[src/rtl/clock_disp_pkg.sv]
// Shared types, segment encoding and parameter checks for the multiplexed clock display.
package clock_disp_pkg;

    // Active-low segments, all dark.
    localparam logic [6:0] SEG_BLANK = 7'h7F;

    // Current time as six BCD digits, hours first.
    typedef struct packed {
        logic [3:0] hr_t;
        logic [3:0] hr_o;
        logic [3:0] min_t;
        logic [3:0] min_o;
        logic [3:0] sec_t;
        logic [3:0] sec_o;
    } time_bcd_t;

    // BCD digit to active-low segment pattern; anything outside 0..9 shows dark.
    function automatic logic [6:0] seg7_of(input logic [3:0] bcd);
        logic [6:0] seg;
        case (bcd)
            4'd0:    seg = 7'b0001000;
            4'd1:    seg = 7'b1101110;
            4'd2:    seg = 7'b0010010;
            4'd3:    seg = 7'b1000010;
            4'd4:    seg = 7'b1100100;
            4'd5:    seg = 7'b1000001;
            4'd6:    seg = 7'b0000001;
            4'd7:    seg = 7'b1101010;
            4'd8:    seg = 7'b0000000;
            4'd9:    seg = 7'b1000000;
            default: seg = SEG_BLANK;
        endcase
        return seg;
    endfunction

    // Only 4-digit (MM:SS / HH:MM) and 6-digit (HH:MM:SS) panels are supported.
    function automatic bit digits_legal(input int unsigned d);
        return (d == 4) || (d == 6);
    endfunction

endpackage

[src/rtl/bcd_mod_counter.sv]
// Modulo-MOD time field (seconds, minutes or hours) presented as two BCD digits.
// inc and carry_in add together, so a simultaneous adjust and carry advance by two.
module bcd_mod_counter #(
    parameter int unsigned MOD = 60
) (
    input  logic       clk,
    input  logic       res,
    input  logic       inc,
    input  logic       carry_in,
    input  logic       clr,
    output logic [3:0] tens,
    output logic [3:0] ones,
    output logic       carry_out
);

    // Wide enough to hold MOD-1 plus two increments before the wrap.
    localparam int unsigned W = $clog2(MOD + 2);

    logic [W-1:0] val_q;
    logic [W-1:0] sum;

    // Next value: add both increment sources and fold back into 0..MOD-1.
    always_comb begin
        sum = val_q + W'(inc) + W'(carry_in);
        if (sum >= W'(MOD)) begin
            sum = sum - W'(MOD);
        end
    end

    // Only a carry arriving at the top value ripples onward; manual adjusts never do.
    assign carry_out = carry_in && (val_q == W'(MOD - 1));

    // Field register; clear wins over counting.
    always_ff @(posedge clk or posedge res) begin
        if (res) begin
            val_q <= '0;
        end else if (clr) begin
            val_q <= '0;
        end else begin
            val_q <= sum;
        end
    end

    assign tens = 4'(val_q / W'(10));
    assign ones = 4'(val_q % W'(10));

endmodule

[src/rtl/mux_clock_display.sv]
// Real-time clock with run/set controls driving a multiplexed 7-segment display.
// Everything runs on CLOCK_50; scan and 1 Hz timing come from clock enables.
module mux_clock_display
    import clock_disp_pkg::*;
#(
    parameter int unsigned CLK_HZ   = 50_000_000,
    parameter int unsigned SCAN_HZ  = 1000,
    parameter int unsigned DIGITS   = 4,
    parameter bit          BLANK_LZ = 1'b1
) (
    input  logic              CLOCK_50,
    input  logic              res,
    input  logic              run,
    input  logic              mode,
    input  logic              inc_min,
    input  logic              inc_hr,
    output logic [6:0]        catodes,
    output logic [DIGITS-1:0] digits,
    output logic              secondsPoint,
    output logic              tick_1hz,
    output logic [23:0]       time_bcd
);

    localparam int unsigned SCAN_DIV = CLK_HZ / SCAN_HZ;
    localparam int unsigned SCAN_W   = (SCAN_DIV > 1) ? $clog2(SCAN_DIV) : 1;
    localparam int unsigned SEC_W    = (CLK_HZ > 1) ? $clog2(CLK_HZ) : 1;

    if (!digits_legal(DIGITS)) begin : g_bad_digits
        $error("mux_clock_display: DIGITS must be 4 or 6");
    end
    if ((CLK_HZ % SCAN_HZ) != 0) begin : g_bad_scan
        $error("mux_clock_display: CLK_HZ must be a multiple of SCAN_HZ");
    end

    logic [SCAN_W-1:0] scan_cnt_q;
    logic              scan_en;
    logic [SEC_W-1:0]  sec_cnt_q;
    logic              min_q;
    logic              hr_q;
    logic              min_edge;
    logic              hr_edge;
    logic              sec_step;
    logic              sec_carry;
    logic              min_carry;
    logic              hr_carry_unused;
    logic [2:0]        idx_q;
    logic [2:0]        pos;
    logic [3:0]        nib;
    logic [6:0]        seg;
    time_bcd_t         now;

    assign scan_en  = (scan_cnt_q == SCAN_W'(SCAN_DIV - 1));
    assign tick_1hz = (sec_cnt_q == SEC_W'(CLK_HZ - 1));

    // Digit-step prescaler.
    always_ff @(posedge CLOCK_50 or posedge res) begin
        if (res) begin
            scan_cnt_q <= '0;
        end else if (scan_en) begin
            scan_cnt_q <= '0;
        end else begin
            scan_cnt_q <= scan_cnt_q + SCAN_W'(1);
        end
    end

    // One-second prescaler.
    always_ff @(posedge CLOCK_50 or posedge res) begin
        if (res) begin
            sec_cnt_q <= '0;
        end else if (tick_1hz) begin
            sec_cnt_q <= '0;
        end else begin
            sec_cnt_q <= sec_cnt_q + SEC_W'(1);
        end
    end

    // Seconds point: rises halfway through the second, falls on the 1 Hz wrap.
    always_ff @(posedge CLOCK_50 or posedge res) begin
        if (res) begin
            secondsPoint <= 1'b0;
        end else if (tick_1hz) begin
            secondsPoint <= 1'b0;
        end else if (sec_cnt_q == SEC_W'(CLK_HZ / 2 - 1)) begin
            secondsPoint <= 1'b1;
        end
    end

    // Previous levels of the adjust buttons for rising-edge detection.
    always_ff @(posedge CLOCK_50 or posedge res) begin
        if (res) begin
            min_q <= 1'b0;
            hr_q  <= 1'b0;
        end else begin
            min_q <= inc_min;
            hr_q  <= inc_hr;
        end
    end

    assign min_edge = inc_min & ~min_q;
    assign hr_edge  = inc_hr & ~hr_q;
    // A minute adjust clears the seconds, so a coincident tick is discarded.
    assign sec_step = tick_1hz & run & ~min_edge;

    bcd_mod_counter #(
        .MOD(60)
    ) u_sec (
        .clk      (CLOCK_50),
        .res      (res),
        .inc      (1'b0),
        .carry_in (sec_step),
        .clr      (min_edge),
        .tens     (now.sec_t),
        .ones     (now.sec_o),
        .carry_out(sec_carry)
    );

    bcd_mod_counter #(
        .MOD(60)
    ) u_min (
        .clk      (CLOCK_50),
        .res      (res),
        .inc      (min_edge),
        .carry_in (sec_carry),
        .clr      (1'b0),
        .tens     (now.min_t),
        .ones     (now.min_o),
        .carry_out(min_carry)
    );

    bcd_mod_counter #(
        .MOD(24)
    ) u_hr (
        .clk      (CLOCK_50),
        .res      (res),
        .inc      (hr_edge),
        .carry_in (min_carry),
        .clr      (1'b0),
        .tens     (now.hr_t),
        .ones     (now.hr_o),
        .carry_out(hr_carry_unused)
    );

    assign time_bcd = now;

    // Map scan slot to a position in the HH MM SS frame; MM:SS view starts two places in.
    assign pos = (DIGITS == 4 && !mode) ? idx_q + 3'd2 : idx_q;

    // Pick the BCD digit for the current slot and encode it, blanking a leading hours zero.
    always_comb begin
        case (pos)
            3'd0:    nib = now.hr_t;
            3'd1:    nib = now.hr_o;
            3'd2:    nib = now.min_t;
            3'd3:    nib = now.min_o;
            3'd4:    nib = now.sec_t;
            3'd5:    nib = now.sec_o;
            default: nib = 4'hF;
        endcase
        if (BLANK_LZ && pos == 3'd0 && nib == 4'd0) begin
            seg = SEG_BLANK;
        end else begin
            seg = seg7_of(nib);
        end
    end

    // Scan step: light the current slot and load its pattern together, then advance.
    always_ff @(posedge CLOCK_50 or posedge res) begin
        if (res) begin
            idx_q   <= 3'd0;
            catodes <= SEG_BLANK;
            digits  <= '1;
        end else if (scan_en) begin
            catodes <= seg;
            digits  <= ~(DIGITS'(1) << idx_q);
            idx_q   <= (idx_q == 3'(DIGITS - 1)) ? 3'd0 : idx_q + 3'd1;
        end
    end

endmodule

[config.mk]
export PLATFORM = sky130hd
export DESIGN_NAME = mux_clock_display
export DESIGN_NICKNAME = d
export VERILOG_FILES = /design/src/rtl/clock_disp_pkg.sv /design/src/rtl/bcd_mod_counter.sv /design/src/rtl/mux_clock_display.sv
export SDC_FILE = /design/constraint.sdc
export NUM_CORES = 1
export LEC_CHECK = 0
export ABC_CLOCK_PERIOD_IN_PS = 10400
export CAP_MARGIN = 40
export CORE_MARGIN = 10
export CORE_UTILIZATION = 60
export CTS_BUF_LIST = sky130_fd_sc_hd__clkbuf_4 sky130_fd_sc_hd__clkbuf_8 sky130_fd_sc_hd__clkbuf_16
export CTS_CLUSTER_DIAMETER = 100
export DETAILED_ROUTE_END_ITERATION = 16
export PLACE_DENSITY = 0.82
export SYNTH_ARGS = -nofsm -noshare
export SYNTH_HDL_FRONTEND = slang
export SYNTH_SLANG_ARGS = --single-unit
[constraint.sdc]
create_clock -name CLOCK_50 -period 10.4 [get_ports CLOCK_50]
set_input_delay 1.04 -clock CLOCK_50 [delete_from_list [all_inputs] [get_ports CLOCK_50]]
set_output_delay 1.04 -clock CLOCK_50 [all_outputs]
set_load 0.01 [all_outputs]
==> results.md <==
* # hold bufs at CTS at 0
* Antenna violations before repair at 0
* Setup TNS at 0 ns
* Largest net degree at the start of global routing at 63
* Setup WS post-layout at 5.948 ns
* Final period util at 42.81%
* Setup CP Type: register to primary output
* GPL Wtd Cong at 0.9648
* Ys flop type: dfrtp_1
* Arrival time worst endpoint at 3.41 ns
* Crit. End Element: primary output
* Root Buffer: clkbuf_8
* Port bufs at 38
* Status: finished, final reports clean
* Slowest cell delay on critical path at 0.76 ns
* RSZ-0062 raised after global routing: no
* Setup Skew at 0.01439 ns
* Nets at 610
* Worst setup SP type: register
* Maxcap violations at 0
* CTS resizes at 0
* Iteration-0 DRC Markers at 294
* Postcts setup bufs at 0
* Final global-route overflow total at 0
* Die area at 12610 um^2
* Pwr Density at 184.1 nW/um^2
* Worst vdd ir at 0.2282 mV
* Syn avg cell area at 9.129 um^2
* Data required, critical path at 9.36 ns
* CP Max Fanout at 22
* Post-route ant nets at 0
* Antenna cell count at 0
* Cell count after synthesis at 560
* Reg2Reg Depth at 15
* # DRC at 0
* Die height at 112.3 um
* Crit path cell chain: nor2b_1, nand2_1, a21oi_1, a311oi_1, ha_1, and4b_1, a31o_1, or4_1, clkdlybuf4s50_1
* Worst-skew pair later-pin latency at 0.34 ns
* Register area share after synthesis at 37.47%
* Initial Utilization at 61.91%
* CTS H-Tree Depth at 3
* Num rows at 33
* Hpwl dp at 7.944 mm
* Worst-path clk slew at 0.08 ns
* Total Routing Usage GR at 17.94%
* CTS buffer count at 9
* Worst rel slew slack at 53.50%
* CP startpoint: u_sec.val_q[4]$_DFF_PP0_
* Max frequency at 224.6 MHz
* Clock Sinks at 76
* Fin. Hold Viols at 0
* Ys async rst share at 100.0%
* WL per Instance at 16.26 um
* CTS tree: done
* Worst r2r dst: u_min.val_q[5]$_DFF_PP0_
* DR vias at 4163
* Slew Viols, Final at 0
* Drt pass-1 iters at 5
* Area grow syn2layout at 12.11%
* Total wire length at 11.24 mm
* Crit path capture: time_bcd[3]
* P_leak at 2.460 nW
* First-pass GRT wire length at 19.66 mm
* Reg2reg start: sec_cnt_q[0]$_DFF_PP0_
* #FFs+latches synth at 76
* Final core occ at 69.41%
* Pre-CTS setup slack at 6.142 ns
* Tmin final at 4.452 ns
* Worst Hold Class: register to register
* Share of post-route cells with drive strength above 1 at 8.703%
* Critical-path top delay cell: dfrtp_1
* Ys Warns at 0
* Vias in the first global route at 4094
* Layout filler cell count at 654
* Worst-Margin Slew at 0.6975 ns
* Synthesized area at 5112 um^2
* Final Setup Violations at 0
* Maximum clock path buffer count at 2
* Core area at 8258 um^2
* Vias per cell at 6.025
* Unique masters post-synth at 81
* Die X at 112.3 um
* Boundary Pins at 43
* Flop2flop setup slack at 6.52 ns
* Number of synthesized flops with an enable pin at 0
==> critical path, delay by kind of cell (launching register included) <==
family	cells	cell delay, ns
fa+ha+maj	1	0.23
buf+inv	1	0.50
simple gates	4	1.13
flops	1	0.76
compound gates	3	0.45
==> power breakdown <==
| group | internal, W | switching, W | total, W |
|---|---|---|---|
| registers | 0.000314 | 0.0000565 | 0.000371 |
| clock network | 0.000170 | 0.000111 | 0.000281 |
| logic | 0.000191 | 0.000212 | 0.000403 |
| total | 0.000675 | 0.000380 | 0.00106 |
==> flip-flops by register name (all words and copies together) (netlist names) <==
signal and flops:
sec_cnt_q 26, scan_cnt_q 16, catodes 7, u_min.val_q 6
u_sec.val_q 6, u_hr.val_q 5, digits 4, idx_q 3
hr_q 1, min_q 1, secondsPoint 1
==> cell usage in the layout (no fill, tap or decap), drive strengths merged, types with 5 or more instances in the layout <==
cell type and n:
a211oi 9, a21oi 12, a31oi 13, and2 7, and3 10, clkbuf 11
clkdlybuf4s50 38, dfrtp 65, dfstp 11, ha 21, inv 26, mux2i 6
nand2 43, nand2b 11, nand3 30, nand4 9, nor2 49, nor2b 15
nor3 15, nor4 6, o21a 9, o21ai 22, or3 5, xnor2 23
xor2 33
==> cell type report <==
class	count	area, um^2	area share (%)
multi-input combinational	426	2904	50.67
inverter	26	97.59	1.703
clock buffer	11	145.1	2.532
tap	105	131.4	2.292
timing repair buffer	42	430.4	7.509
clock inverter	5	107.6	1.877
sequential	76	1916	33.42
==> synthesized netlist by cell type, types with 3 or more instances <==
library cell	instances	share of area (%)
nand2b_1	11	1.3
o221ai_1	3	0.51
buf_4	10	1.5
clkbuf_1	10	0.73
a31oi_1	12	1.5
xnor2_1	23	3.9
buf_6	3	0.66
nor3b_1	3	0.44
buf_2	12	1.2
nand3b_1	4	0.59
a211oi_1	7	1.0
or3_1	5	0.61
nor2_1	48	3.5
nor4b_1	4	0.69
a21oi_1	12	1.2
and3_1	10	1.2
nand3_1	30	2.9
o21ai_0	20	2.0
ha_1	21	5.1
nand4_1	9	1.1
xor2_1	33	5.7
a21o_1	4	0.59
nand2_1	43	3.2
dfstp_2	11	5.7
o21a_1	8	1.2
inv_1	23	1.7
o211ai_1	3	0.44
nor4_1	4	0.49
and2_1	7	0.86
mux2i_1	6	1.2
nor3_1	14	1.4
nor2b_1	15	1.8
dfrtp_1	65	32
==> worst min-delay path by stage <==
stage | startpoint | endpoint | slack, ns | cells past startpoint
2_1_floorplan | scan_cnt_q[0]$_DFF_PP0_ | scan_cnt_q[0]$_DFF_PP0_ | 0.43 | 1
3_3_place_gp | scan_cnt_q[0]$_DFF_PP0_ | scan_cnt_q[0]$_DFF_PP0_ | 0.44 | 1
3_5_place_dp | scan_cnt_q[0]$_DFF_PP0_ | scan_cnt_q[0]$_DFF_PP0_ | 0.45 | 1
4_1_cts | scan_cnt_q[0]$_DFF_PP0_ | scan_cnt_q[0]$_DFF_PP0_ | 0.47 | 1
5_1_grt | scan_cnt_q[0]$_DFF_PP0_ | scan_cnt_q[0]$_DFF_PP0_ | 0.50 | 1
6_report | scan_cnt_q[0]$_DFF_PP0_ | scan_cnt_q[0]$_DFF_PP0_ | 0.46 | 1
==> kinds of logic after synthesis <==
family          synth area share [%]
fa+ha+maj                      6.314
other cells                  0.07335
xor+xnor                       9.594
compound gates                 14.24
simple gates                   24.74
mux                            1.615
flops                          37.47
buf+inv                        5.947
==> per-stage QoR <==
step	total power, W	std cells	hold slack, ns	cell area [um^2]
after floorplan	0.0006249	563	0.4251	5124
after global placement	0.0007552	674	0.4435	5451
after detailed placement	0.0007680	675	0.4549	5479
after CTS	0.001059	691	0.4659	5732
after global routing	0.001117	691	0.4980	5732
final	0.001055	691	0.4638	5732
==> per-layer routing <==
metal  part of all wire [%]  track usage [%]
met1                     45            22.89
met2                     48            29.35
met3                    5.7            4.366
met4                    1.5            5.415
met5                      0                0
Power figures use the tool's default switching activity.
